## src/rtl/mem_arbiter_if.sv

```systemverilog
// Request/grant, response and memory-side signals shared by the fetch unit, the LSU and the memory arbiter.
// The master modport is the requester/memory environment; the slave modport is the arbiter.
interface mem_arbiter_if #(
  parameter int DW = 32,
  parameter int AW = 9
);
  logic          if_req;
  logic [AW-1:0] if_addr;
  logic          if_gnt;
  logic          if_rvalid;
  logic [DW-1:0] if_rdata;

  logic          d_req;
  logic          d_wr;
  logic [AW-1:0] d_addr;
  logic [DW-1:0] d_wdata;
  logic [2:0]    d_readdatasel;
  logic [1:0]    d_writedatasel;
  logic [1:0]    d_writeEnable;
  logic          d_gnt;
  logic          d_rvalid;
  logic [DW-1:0] d_rdata;

  logic          mem_wr;
  logic [AW-1:0] mem_addr;
  logic [DW-1:0] mem_wdata;
  logic [2:0]    mem_readdatasel;
  logic [1:0]    mem_writedatasel;
  logic [1:0]    mem_writeEnable;
  logic [DW-1:0] mem_rdata;

  modport master (
    output if_req, if_addr,
    output d_req, d_wr, d_addr, d_wdata, d_readdatasel, d_writedatasel, d_writeEnable,
    output mem_rdata,
    input  if_gnt, if_rvalid, if_rdata,
    input  d_gnt, d_rvalid, d_rdata,
    input  mem_wr, mem_addr, mem_wdata, mem_readdatasel, mem_writedatasel, mem_writeEnable
  );

  modport slave (
    input  if_req, if_addr,
    input  d_req, d_wr, d_addr, d_wdata, d_readdatasel, d_writedatasel, d_writeEnable,
    input  mem_rdata,
    output if_gnt, if_rvalid, if_rdata,
    output d_gnt, d_rvalid, d_rdata,
    output mem_wr, mem_addr, mem_wdata, mem_readdatasel, mem_writedatasel, mem_writeEnable
  );
endinterface

```

## src/rtl/mem_arbiter.sv

```systemverilog
// Shares a single-port memory between fetch (IF) and load/store (D): D has priority, IF is forced
// through after MAX_WAIT denied cycles; read data returns one cycle after grant to its issuer.
module mem_arbiter #(
  parameter int DW       = 32,
  parameter int AW       = 9,
  parameter int MAX_WAIT = 4
) (
  input  logic          clk,
  input  logic          rst_n,
  mem_arbiter_if.slave  bus
);

  typedef enum logic [1:0] {RSP_NONE, RSP_IF, RSP_D} rsp_state_t;

  localparam logic [3:0] MAX_W = 4'(MAX_WAIT);

  logic [3:0]    r_wait_cnt;
  rsp_state_t    r_rsp_state;
  rsp_state_t    w_rsp_next;
  logic [DW-1:0] r_if_rdata;
  logic [DW-1:0] r_d_rdata;
  logic          w_if_win;
  logic          w_d_win;
  logic          w_if_rvalid;
  logic          w_d_rvalid;
  logic [DW-1:0] w_if_rdata;
  logic [DW-1:0] w_d_rdata;

  // Grants are gated by rst_n so nothing reaches memory while reset is held.
  always_comb begin
    w_if_win = rst_n & bus.if_req & (~bus.d_req | (r_wait_cnt == MAX_W));
    w_d_win  = rst_n & bus.d_req & ~w_if_win;
  end

  assign bus.if_gnt = w_if_win;
  assign bus.d_gnt  = w_d_win;

  always_comb begin
    bus.mem_wr           = 1'b0;
    bus.mem_addr         = '0;
    bus.mem_wdata        = '0;
    bus.mem_readdatasel  = 3'b000;
    bus.mem_writedatasel = 2'b00;
    bus.mem_writeEnable  = 2'b00;
    if (w_if_win) begin
      bus.mem_addr        = bus.if_addr;
      bus.mem_readdatasel = 3'b010;
    end else if (w_d_win) begin
      bus.mem_wr           = bus.d_wr;
      bus.mem_addr         = bus.d_addr;
      bus.mem_wdata        = bus.d_wdata;
      bus.mem_readdatasel  = bus.d_readdatasel;
      bus.mem_writedatasel = bus.d_writedatasel;
      bus.mem_writeEnable  = bus.d_writeEnable;
    end
  end

  always_ff @(posedge clk or negedge rst_n) begin
    if (!rst_n) begin
      r_wait_cnt <= 4'd0;
    end else if (bus.if_req && !w_if_win) begin
      if (r_wait_cnt != MAX_W) begin
        r_wait_cnt <= r_wait_cnt + 4'd1;
      end
    end else begin
      r_wait_cnt <= 4'd0;
    end
  end

  always_ff @(posedge clk or negedge rst_n) begin
    if (!rst_n) begin
      r_rsp_state <= RSP_NONE;
      r_if_rdata  <= '0;
      r_d_rdata   <= '0;
    end else begin
      r_rsp_state <= w_rsp_next;
      if (r_rsp_state == RSP_IF) begin
        r_if_rdata <= bus.mem_rdata;
      end
      if (r_rsp_state == RSP_D) begin
        r_d_rdata <= bus.mem_rdata;
      end
    end
  end

  // The inactive side keeps presenting the last word it was returned.
  always_comb begin
    w_rsp_next  = RSP_NONE;
    w_if_rvalid = 1'b0;
    w_d_rvalid  = 1'b0;
    w_if_rdata  = r_if_rdata;
    w_d_rdata   = r_d_rdata;
    if (w_if_win) begin
      w_rsp_next = RSP_IF;
    end else if (w_d_win && !bus.d_wr) begin
      w_rsp_next = RSP_D;
    end
    case (r_rsp_state)
      RSP_IF: begin
        w_if_rvalid = 1'b1;
        w_if_rdata  = bus.mem_rdata;
      end
      RSP_D: begin
        w_d_rvalid = 1'b1;
        w_d_rdata  = bus.mem_rdata;
      end
      default: ;
    endcase
  end

  assign bus.if_rvalid = w_if_rvalid;
  assign bus.if_rdata  = w_if_rdata;
  assign bus.d_rvalid  = w_d_rvalid;
  assign bus.d_rdata   = w_d_rdata;

endmodule
```

## src/flat_wrapper.sv

```systemverilog
// flat-port wrapper written by rule: the top's interface ports become plain ports
module mem_arbiter_flat 
#(
  parameter int DW       = 32,
  parameter int AW       = 9,
  parameter int MAX_WAIT = 4
)
  (clk, rst_n, bus_if_req, bus_if_addr, bus_d_req, bus_d_wr, bus_d_addr, bus_d_wdata, bus_d_readdatasel, bus_d_writedatasel, bus_d_writeEnable, bus_mem_rdata, bus_if_gnt, bus_if_rvalid, bus_if_rdata, bus_d_gnt, bus_d_rvalid, bus_d_rdata, bus_mem_wr, bus_mem_addr, bus_mem_wdata, bus_mem_readdatasel, bus_mem_writedatasel, bus_mem_writeEnable);
  mem_arbiter_if #(.DW(DW), .AW(AW)) bus_i ();
  input  logic clk;
  input  logic rst_n;
  input wire logic [$bits(bus_i.if_req)-1:0] bus_if_req;
  input wire logic [$bits(bus_i.if_addr)-1:0] bus_if_addr;
  input wire logic [$bits(bus_i.d_req)-1:0] bus_d_req;
  input wire logic [$bits(bus_i.d_wr)-1:0] bus_d_wr;
  input wire logic [$bits(bus_i.d_addr)-1:0] bus_d_addr;
  input wire logic [$bits(bus_i.d_wdata)-1:0] bus_d_wdata;
  input wire logic [$bits(bus_i.d_readdatasel)-1:0] bus_d_readdatasel;
  input wire logic [$bits(bus_i.d_writedatasel)-1:0] bus_d_writedatasel;
  input wire logic [$bits(bus_i.d_writeEnable)-1:0] bus_d_writeEnable;
  input wire logic [$bits(bus_i.mem_rdata)-1:0] bus_mem_rdata;
  output wire logic [$bits(bus_i.if_gnt)-1:0] bus_if_gnt;
  output wire logic [$bits(bus_i.if_rvalid)-1:0] bus_if_rvalid;
  output wire logic [$bits(bus_i.if_rdata)-1:0] bus_if_rdata;
  output wire logic [$bits(bus_i.d_gnt)-1:0] bus_d_gnt;
  output wire logic [$bits(bus_i.d_rvalid)-1:0] bus_d_rvalid;
  output wire logic [$bits(bus_i.d_rdata)-1:0] bus_d_rdata;
  output wire logic [$bits(bus_i.mem_wr)-1:0] bus_mem_wr;
  output wire logic [$bits(bus_i.mem_addr)-1:0] bus_mem_addr;
  output wire logic [$bits(bus_i.mem_wdata)-1:0] bus_mem_wdata;
  output wire logic [$bits(bus_i.mem_readdatasel)-1:0] bus_mem_readdatasel;
  output wire logic [$bits(bus_i.mem_writedatasel)-1:0] bus_mem_writedatasel;
  output wire logic [$bits(bus_i.mem_writeEnable)-1:0] bus_mem_writeEnable;
  assign bus_i.if_req = bus_if_req;
  assign bus_i.if_addr = bus_if_addr;
  assign bus_i.d_req = bus_d_req;
  assign bus_i.d_wr = bus_d_wr;
  assign bus_i.d_addr = bus_d_addr;
  assign bus_i.d_wdata = bus_d_wdata;
  assign bus_i.d_readdatasel = bus_d_readdatasel;
  assign bus_i.d_writedatasel = bus_d_writedatasel;
  assign bus_i.d_writeEnable = bus_d_writeEnable;
  assign bus_i.mem_rdata = bus_mem_rdata;
  assign bus_if_gnt = bus_i.if_gnt;
  assign bus_if_rvalid = bus_i.if_rvalid;
  assign bus_if_rdata = bus_i.if_rdata;
  assign bus_d_gnt = bus_i.d_gnt;
  assign bus_d_rvalid = bus_i.d_rvalid;
  assign bus_d_rdata = bus_i.d_rdata;
  assign bus_mem_wr = bus_i.mem_wr;
  assign bus_mem_addr = bus_i.mem_addr;
  assign bus_mem_wdata = bus_i.mem_wdata;
  assign bus_mem_readdatasel = bus_i.mem_readdatasel;
  assign bus_mem_writedatasel = bus_i.mem_writedatasel;
  assign bus_mem_writeEnable = bus_i.mem_writeEnable;
  mem_arbiter #(.DW(DW), .AW(AW), .MAX_WAIT(MAX_WAIT)) u_core (.clk(clk), .rst_n(rst_n), .bus(bus_i));
endmodule
```

## config.mk

```make
export PLATFORM = sky130hd
export DESIGN_NAME = mem_arbiter_flat
export DESIGN_NICKNAME = d
export VERILOG_FILES = /design/src/rtl/mem_arbiter_if.sv /design/src/rtl/mem_arbiter.sv /design/src/flat_wrapper.sv
export SDC_FILE = /design/constraint.sdc
export NUM_CORES = 1
export LEC_CHECK = 0
export CAP_MARGIN = 15
export CORE_MARGIN = 1.5
export CORE_UTILIZATION = 37
export CTS_BUF_LIST = sky130_fd_sc_hd__clkbuf_4 sky130_fd_sc_hd__clkbuf_8
export DETAILED_ROUTE_END_ITERATION = 8
export PLACE_DENSITY = 0.83
export RECOVER_POWER = 50
export SYNTH_ARGS = -nofsm -noshare
export SYNTH_HDL_FRONTEND = slang
export SYNTH_SLANG_ARGS = --single-unit
```

## constraint.sdc

```tcl
create_clock -name clk -period 1.8 [get_ports clk]
set_clock_uncertainty 0.1 [all_clocks]
set_input_delay 0.18 -clock clk [delete_from_list [all_inputs] [get_ports clk]]
set_output_delay 0.18 -clock clk [all_outputs]
set_load 0.05 [all_outputs]
```

==> impl_metrics.csv, run 1 <==
group,metric,value,unit
run_status,status,"finished, violations left",
run_status,violations,"setup timing",
worst_setup_path,r2r-start,"u_core.r_wait_cnt[0]",
sta,tightest_slew,0.9450,ns
worst_setup_path,r2r_setup_slack,-0.02,ns
worst_setup_path,worst_setup_path_end_kind,"output port",
routing,ant_nets,0,
synth,netlist_area,0.003100,mm²
routing,drt-total-wl,17720,µm
routing,vias_per_cell,5.392,
worst_setup_path,crit_end,"bus_mem_addr[1]",
routing,drtPass1Iterations,4,
synth,synth.area.top_cells,"dfrtp_1, mux2_2, and2_1",
global_route,grt_overflow,0,
pwr,ir_drop,0.5415,mV
clocking,clock_latency,0.36,ns
placed_design,gp_congestion,0.7995,
placed_design,dpl.hpwl,8652,µm
placed_design,dp.cells,537,
sta,fin_ws,-0.4559,ns
floorplan,num_rows,33,
global_route,antenna_found_initial,0,
floorplan,die_x,94.54,µm
global_route,grt_first_pass_wirelength,22350,µm
finish,fin_cells,602,
synth,syn_area_per_cell,13.90,µm²
worst_setup_path,cp_data_required_time,1.52,ns
pwr,p_leak,3.547,nW
pwr,finalPower,8.113,mW
floorplan,fp.coreArea,0.008175,mm²
global_route,grt.total_usage,35.74,%
finish,multi_input_area,0.001690,mm²
sta,drv_slew,0,
finish,fillers,234,
sta,fmax,0.4433,GHz
synth,synth_top_area_share,56.50,%
synth,synth-edff-count,0,
synth,synth_warnings,0,
global_route,grt_max_degree,71,
worst_setup_path,arrival,1.98,ns
placed_design,port-buffer-count,210,
floorplan,initial_core_util,37.92,%
clocking,cts_buffers,9,
synth,synthFlopType,"dfrtp_1",
routing,vias,3246,
routing,drcViolationCount,0,
worst_setup_path,reg2reg_depth,8,
worst_setup_path,startpoint,"u_core.r_wait_cnt[0]",
finish,regArea,0.001752,mm²
sta,layout_worst_path_cycle_share,125.3,%
clocking,cts_max_level,3,
floorplan,dieArea,0.008938,mm²
clocking,clock-sinks,70,
routing,drtIter0Drc,191,
clocking,cts_buffer_depth,2,
sta,hold_violations,0,
finish,fin_nets,588,
sta,relSlewSlack,37.00,%
pwr,power_density,1070,mW/mm²
synth,synth_common_cells,"dfrtp_1, mux2_2, and2_1",
synth,ys_ff_latch,70,
synth,synth-async-reset-ratio,100.0,%
sta,rsz0062_at_grt,"true",
synth,post-synth-top-area-cell,"dfrtp_1",
worst_setup_path,crit_fanout,12,
clocking,ctsHoldBuffers,0,
synth,synthCells,223,
sta,setup_viol,117,
floorplan,die_h,94.54,µm
synth,synth.most_common_cell,"dfrtp_1",
sta,min_period,2.256,ns
routing,avgRoutedWirePerCell,29.43,µm
synth,synth_fp_nets,319,
finish,num_antenna_cells,0,
job,maxCapViolCount,0,
finish,drive_gt1_share,63.98,%
floorplan,io_pins,211,
clocking,clockRootBuffer,"clkbuf_8",
finish,area_delta_synth_final,144.6,%
worst_setup_path,critical_path_class,"flop to output port",
worst_hold_path,hp-class,"input port to async pin",
synth,ys_seq_area_share,56.50,%
synth,synth_cell_types,25,
clocking,cts_tree,"done",
worst_setup_path,startpoint_type,"flop",
worst_setup_path,worstReg2RegEnd,"u_core.r_wait_cnt[2]",
clocking,clk_pin_slew_worst_paths,0.09,ns
global_route,grt_pass1_vias,3677,
==> per-stage QoR <==
step | setup WS [ns] | setup TNS, ns | area (µm²) | hold slack (ns) | utilization [%]
after floorplan | -0.07985 | -0.3693 | 3202 | -0.2156 | -
after global placement | -0.003123 | -0.006126 | 6260 | 0.3810 | 76.57
after detailed placement | -0.04651 | -1.114 | 6260 | 0.3868 | 76.57
after CTS | -0.3728 | -30.00 | 7533 | 0.04511 | 92.15
after global routing | -0.5017 | -40.42 | 7585 | 0.3471 | 92.78
final | -0.4559 | -36.57 | 7585 | 0.3067 | 92.78
==> how the worst min path moves through the flow <==
stage / endpoint / slack, ns / cells after the start / startpoint
2_1_floorplan: u_core.r_d_rdata[0] / -0.22 / 0 / rst_n
3_3_place_gp: u_core.r_d_rdata[1] / 0.38 / 1 / u_core.r_d_rdata[1]
3_5_place_dp: u_core.r_d_rdata[1] / 0.39 / 1 / u_core.r_d_rdata[1]
4_1_cts: u_core.r_d_rdata[21] / 0.05 / 2 / rst_n
5_1_grt: u_core.r_rsp_state[0] / 0.35 / 4 / rst_n
6_report: u_core.r_d_rdata[31] / 0.31 / 2 / rst_n
==> metal layers <==
layer	routed length, µm	GRT usage [%]	up-vias
li1	-	-	1303
met1	5446	31.83	1637
met2	9637	67.81	234
met3	1406	11.67	72
met4	1223	23.38	0
met5	0	0	-
==> area by class of cell <==
| cell class | count | share of cell area (%) |
|---|---|---|
| Clock inverter | 7 | 1.270 |
| Multi-Input combinational cell | 135 | 22.29 |
| Inverter | 4 | 0.2309 |
| Clock buffer | 9 | 1.633 |
| Sequential cell | 70 | 23.09 |
| Tap cell | 105 | 1.732 |
| Timing Repair Buffer | 272 | 49.75 |
==> state kept, by name (all words and copies together), names as in the netlist <==
| signal | cells |
|---|---|
| u_core.r_d_rdata | 32 |
| u_core.r_if_rdata | 32 |
| u_core.r_rsp_state | 2 |
| u_core.r_wait_cnt | 4 |
==> where the power goes <==
part           switching [mW]  internal (mW)  leakage, nW
Sequential              0.155           1.90        0.833
Combinational            2.36           2.24         2.60
Clock                   0.667          0.785        0.114
==> layout by cell type (no fill, tap or decap), types with 2 or more instances in the layout <==
cell type        instances
and2_4                  39
mux2i_1                  2
clkinv_2                 2
nand2_1                  2
dfrtp_1                 70
mux2_4                  64
buf_8                   29
buf_12                  96
buf_4                   38
bufinv_16                2
clkdlybuf4s50_1         92
clkbuf_8                 9
nor3_1                   3
a22o_4                   9
inv_2                    2
xnor2_1                  2
clkinv_4                 2
buf_6                   13
==> cells by family after synthesis <==
family | synth area share, %
AOI/OAI and AO/OA | 3.996
xor gates and xnor gates | 0.5651
adders and majority gates | 0.8070
buffers and inverters | 4.076
DFF | 56.50
muxes | 23.89
and+or+nand+nor | 10.17
==> critical path, stage by stage (launching register included) <==
cell,delay [ns]
dfrtp_1,0.40
inv_2,0.09
ha_4,0.14
and3b_4,0.22
a21oi_4,0.07
buf_12,0.15
buf_12,0.15
a22o_4,0.24
buf_12,0.15
==> repair_timing <==
item | CTS | global route
resized for setup | 167 | 38
setup endpoints to repair | 115 | 121
setup buffers | 32 | 18
cloned | 8 | 2
pin swaps | 4 | 9
(Power assumes the default switching activity.)
==> run 2, diff against run 1 <==
--- a/config.mk
+++ b/config.mk
@@ -10,7 +10,7 @@
 export CORE_UTILIZATION = 37
 export CTS_BUF_LIST = sky130_fd_sc_hd__clkbuf_4 sky130_fd_sc_hd__clkbuf_8
 export DETAILED_ROUTE_END_ITERATION = 8
-export PLACE_DENSITY = 0.83
+export PLACE_DENSITY_LB_ADDON = 0.12
 export RECOVER_POWER = 50
 export SYNTH_ARGS = -nofsm -noshare
 export SYNTH_HDL_FRONTEND = slang
==> run 2 against run 1 <==
The flow finishes with violations (capacitance limit, slew limit, setup timing). Clock-buffer cell count rose by 1. Total power rose by 2.9%. Final area rose by 3.1%. Highest routed layer unchanged. Clock power fell by 6%. Critical endpoint is now u_core.r_wait_cnt[2]. Core utilization rose by 2.9 points. Global-route usage fell by 0.37 points. Fmax fell by 21%. Combinational power rose by 6.5%. Wire length rose by 25%. Hold slack improved by 0.093 ns. Register-to-register slack got worse by 1.0 ns. Die area did not move.
==> impl_metrics.csv, run 2 (synthesis gave the netlist of run 1 again) <==
group,metric,value,unit
routing,avgRoutedWirePerCell,35.69,µm
pwr,pwr-share-clk,16.3,%
sta,layout_worst_path_cycle_share,157.8,%
pwr,p_leak,3.667,nW
job,maxCapViolCount,1,
clocking,cts_tree,"done",
sta,holdWs,0.4001,ns
floorplan,die_x,94.54,µm
sta,fin_ws,-1.040,ns
floorplan,dieArea,0.008938,mm²
finish,fillers,154,
finish,layout_top_registers,"u_core.r_d_rdata: 32 flops, u_core.r_if_rdata: 32 flops, u_core.r_wait_cnt: 4 flops",
worst_setup_path,startpoint_type,"flop",
pwr,pwr-share-comb,58.6,%
sta,hold_violations,0,
floorplan,io_pins,211,
sta,fmax,0.3521,GHz
pwr,seqPwrFrac,25.1,%
worst_setup_path,crit_chain,"inv_2, ha_4, buf_6, nand3b_1, buf_4, a21boi_0, a211oi_1",
routing,drt-total-wl,22200,µm
finish,drive_gt1_share,65.31,%
pwr,p_sw,3.439,mW
routing,vias_per_cell,5.960,
clocking,clk_pin_slew_worst_paths,0.09,ns
finish,final_common_cell,"clkdlybuf4s50_1",
worst_setup_path,path_delay_family,"compound AO/OA/AOI/OAI gates",
sta,tightest_slew,1.606,ns
floorplan,die_h,94.54,µm
worst_setup_path,crit_fanout,4,
routing,drcViolationCount,0,
clocking,cts_buffers,9,
worst_setup_path,crit_slowest_cell,"a21boi_0",
floorplan,initial_core_util,37.92,%
sta,setup_viol,121,
sta,relSlewSlack,-7.050,%
worst_setup_path,path_buf_inv,3,
pwr,p_int,4.914,mW
global_route,grt_first_pass_wirelength,22300,µm
clocking,clockRootBuffer,"clkbuf_8",
floorplan,num_rows,33,
routing,drtIter0Drc,325,
finish,fin_nets,607,
routing,vias,3707,
pwr,p_sw_share,41.17,%
global_route,grt_max_degree,71,
worst_hold_path,hp-class,"input port to async pin",
worst_setup_path,slowest_delay,1.02,ns
placed_design,gp_congestion,0.7715,
clocking,clock-sinks,70,
clocking,clock_latency,0.34,ns
run_status,violations,"capacitance limit, slew limit, setup timing",
placed_design,port-buffer-count,210,
worst_setup_path,cp_data_required_time,1.85,ns
sta,drv_slew,71,
routing,drtPass1Iterations,4,
pwr,power_density,1068,mW/mm²
run_status,status,"finished, violations left",
clocking,cts_buffer_depth,2,
finish,layout_common_cells,"clkdlybuf4s50_1, buf_12, dfrtp_1, mux2_4, buf_4",
worst_setup_path,arrival,2.89,ns
clocking,cts_max_level,3,
global_route,grt_overflow,0,
sta,min_period,2.840,ns
pwr,ir_drop,0.4532,mV
global_route,grt_pass1_vias,3594,
global_route,grt.total_usage,35.37,%
worst_setup_path,critical_path_class,"flop to flop",
placed_design,dpl.hpwl,8089,µm
floorplan,fp.coreArea,0.008175,mm²
sta,rsz0062_at_grt,"true",
placed_design,pre_cts_ws,-0.07066,ns
global_route,antenna_found_initial,1,
finish,area_delta_synth_final,152.3,%
worst_setup_path,worst_setup_path_end_kind,"flop",
routing,ant_nets,0,
[run 2: cell types whose count changed in the layout (fill, tap and decap cells not counted), moves of 3 or more]
cell        delta
clkinvlp_4     +3
clkbuf_16      +3
buf_12         -5
buf_16         +4
buf_8          +8
buf_4          +9
[run 2: path summary, 6_finish.rpt]
| kind | from | endpoint | slack (ns) | cells past startpoint |
|---|---|---|---|---|
| max reg2reg | u_core.r_wait_cnt[0] | u_core.r_wait_cnt[2] | -1.04 | 7 |
| min reg2reg | u_core.r_if_rdata[27] | u_core.r_if_rdata[27] | 0.44 | 1 |
| max in group asynchronous | rst_n | u_core.r_d_rdata[14] | 0.25 | 2 |
| max | u_core.r_wait_cnt[0] | u_core.r_wait_cnt[2] | -1.04 | 7 |
| min in group clk | bus_mem_rdata[28] | u_core.r_d_rdata[28] | 0.43 | 2 |
| min | rst_n | u_core.r_d_rdata[13] | 0.40 | 2 |
[run 2: layer usage]
layer | up-vias | global-route usage [%] | wire length [µm]
li1 | 1339 | - | -
met5 | - | 0 | 0
met2 | 383 | 68.35 | 10850
met3 | 168 | 9.501 | 2080
met1 | 1817 | 35.27 | 6902
met4 | 0 | 14.55 | 2368
[run 2: power by group through the flow]
stage	Clock, mW	Combinational (mW)	Sequential [mW]
2_1_floorplan	0	1.98	1.98
3_3_place_gp	0	3.59	1.99
3_5_place_dp	0	3.63	2.01
4_1_cts	1.25	4.39	2.00
5_1_grt	1.40	4.95	2.09
6_report	1.36	4.90	2.10
[run 2: area by class of cell]
type,instances,area (µm²),share of cell area (%)
diodes,1,2.502,0.03199
clock buffers,10,131.4,1.680
clock inverters,6,62.56,0.7999
inverters,4,17.52,0.2240
multi-input cells,135,1679,21.47
flip-flops and latches,70,1752,22.40
well taps,105,131.4,1.680
repair buffers,291,4045,51.72
[run 2: what timing repair did]
item | CTS | global route
cloned | 11 | 4
resized for setup | 198 | 20
hold buffers | 0 | 0
setup buffers | 31 | 37
pin swaps | 4 | 40
setup endpoints to repair | 115 | 121
[run 2: worst reg2reg max path, stage by stage, from the launching register on]
cell,delay [ns]
dfrtp_1,0.45
inv_2,0.12
ha_4,0.17
buf_6,0.11
nand3b_1,0.21
buf_4,0.26
a21boi_0,1.02
a211oi_1,0.21
[run 2: through the flow]
stage               instance area, µm²  utilization (%)  cells  total power [mW]  TNS [ns]
finish                            7821            95.67    622             8.352    -49.28
global route                      7821            95.67    622             8.446    -52.94
CTS                               7644            93.50    594             7.645    -30.51
detailed placement                6242            76.35    536             5.642    -2.113
global placement                  6242            76.35    536             5.582  -0.02215
floorplan                         3202                -    223             3.959   -0.3693
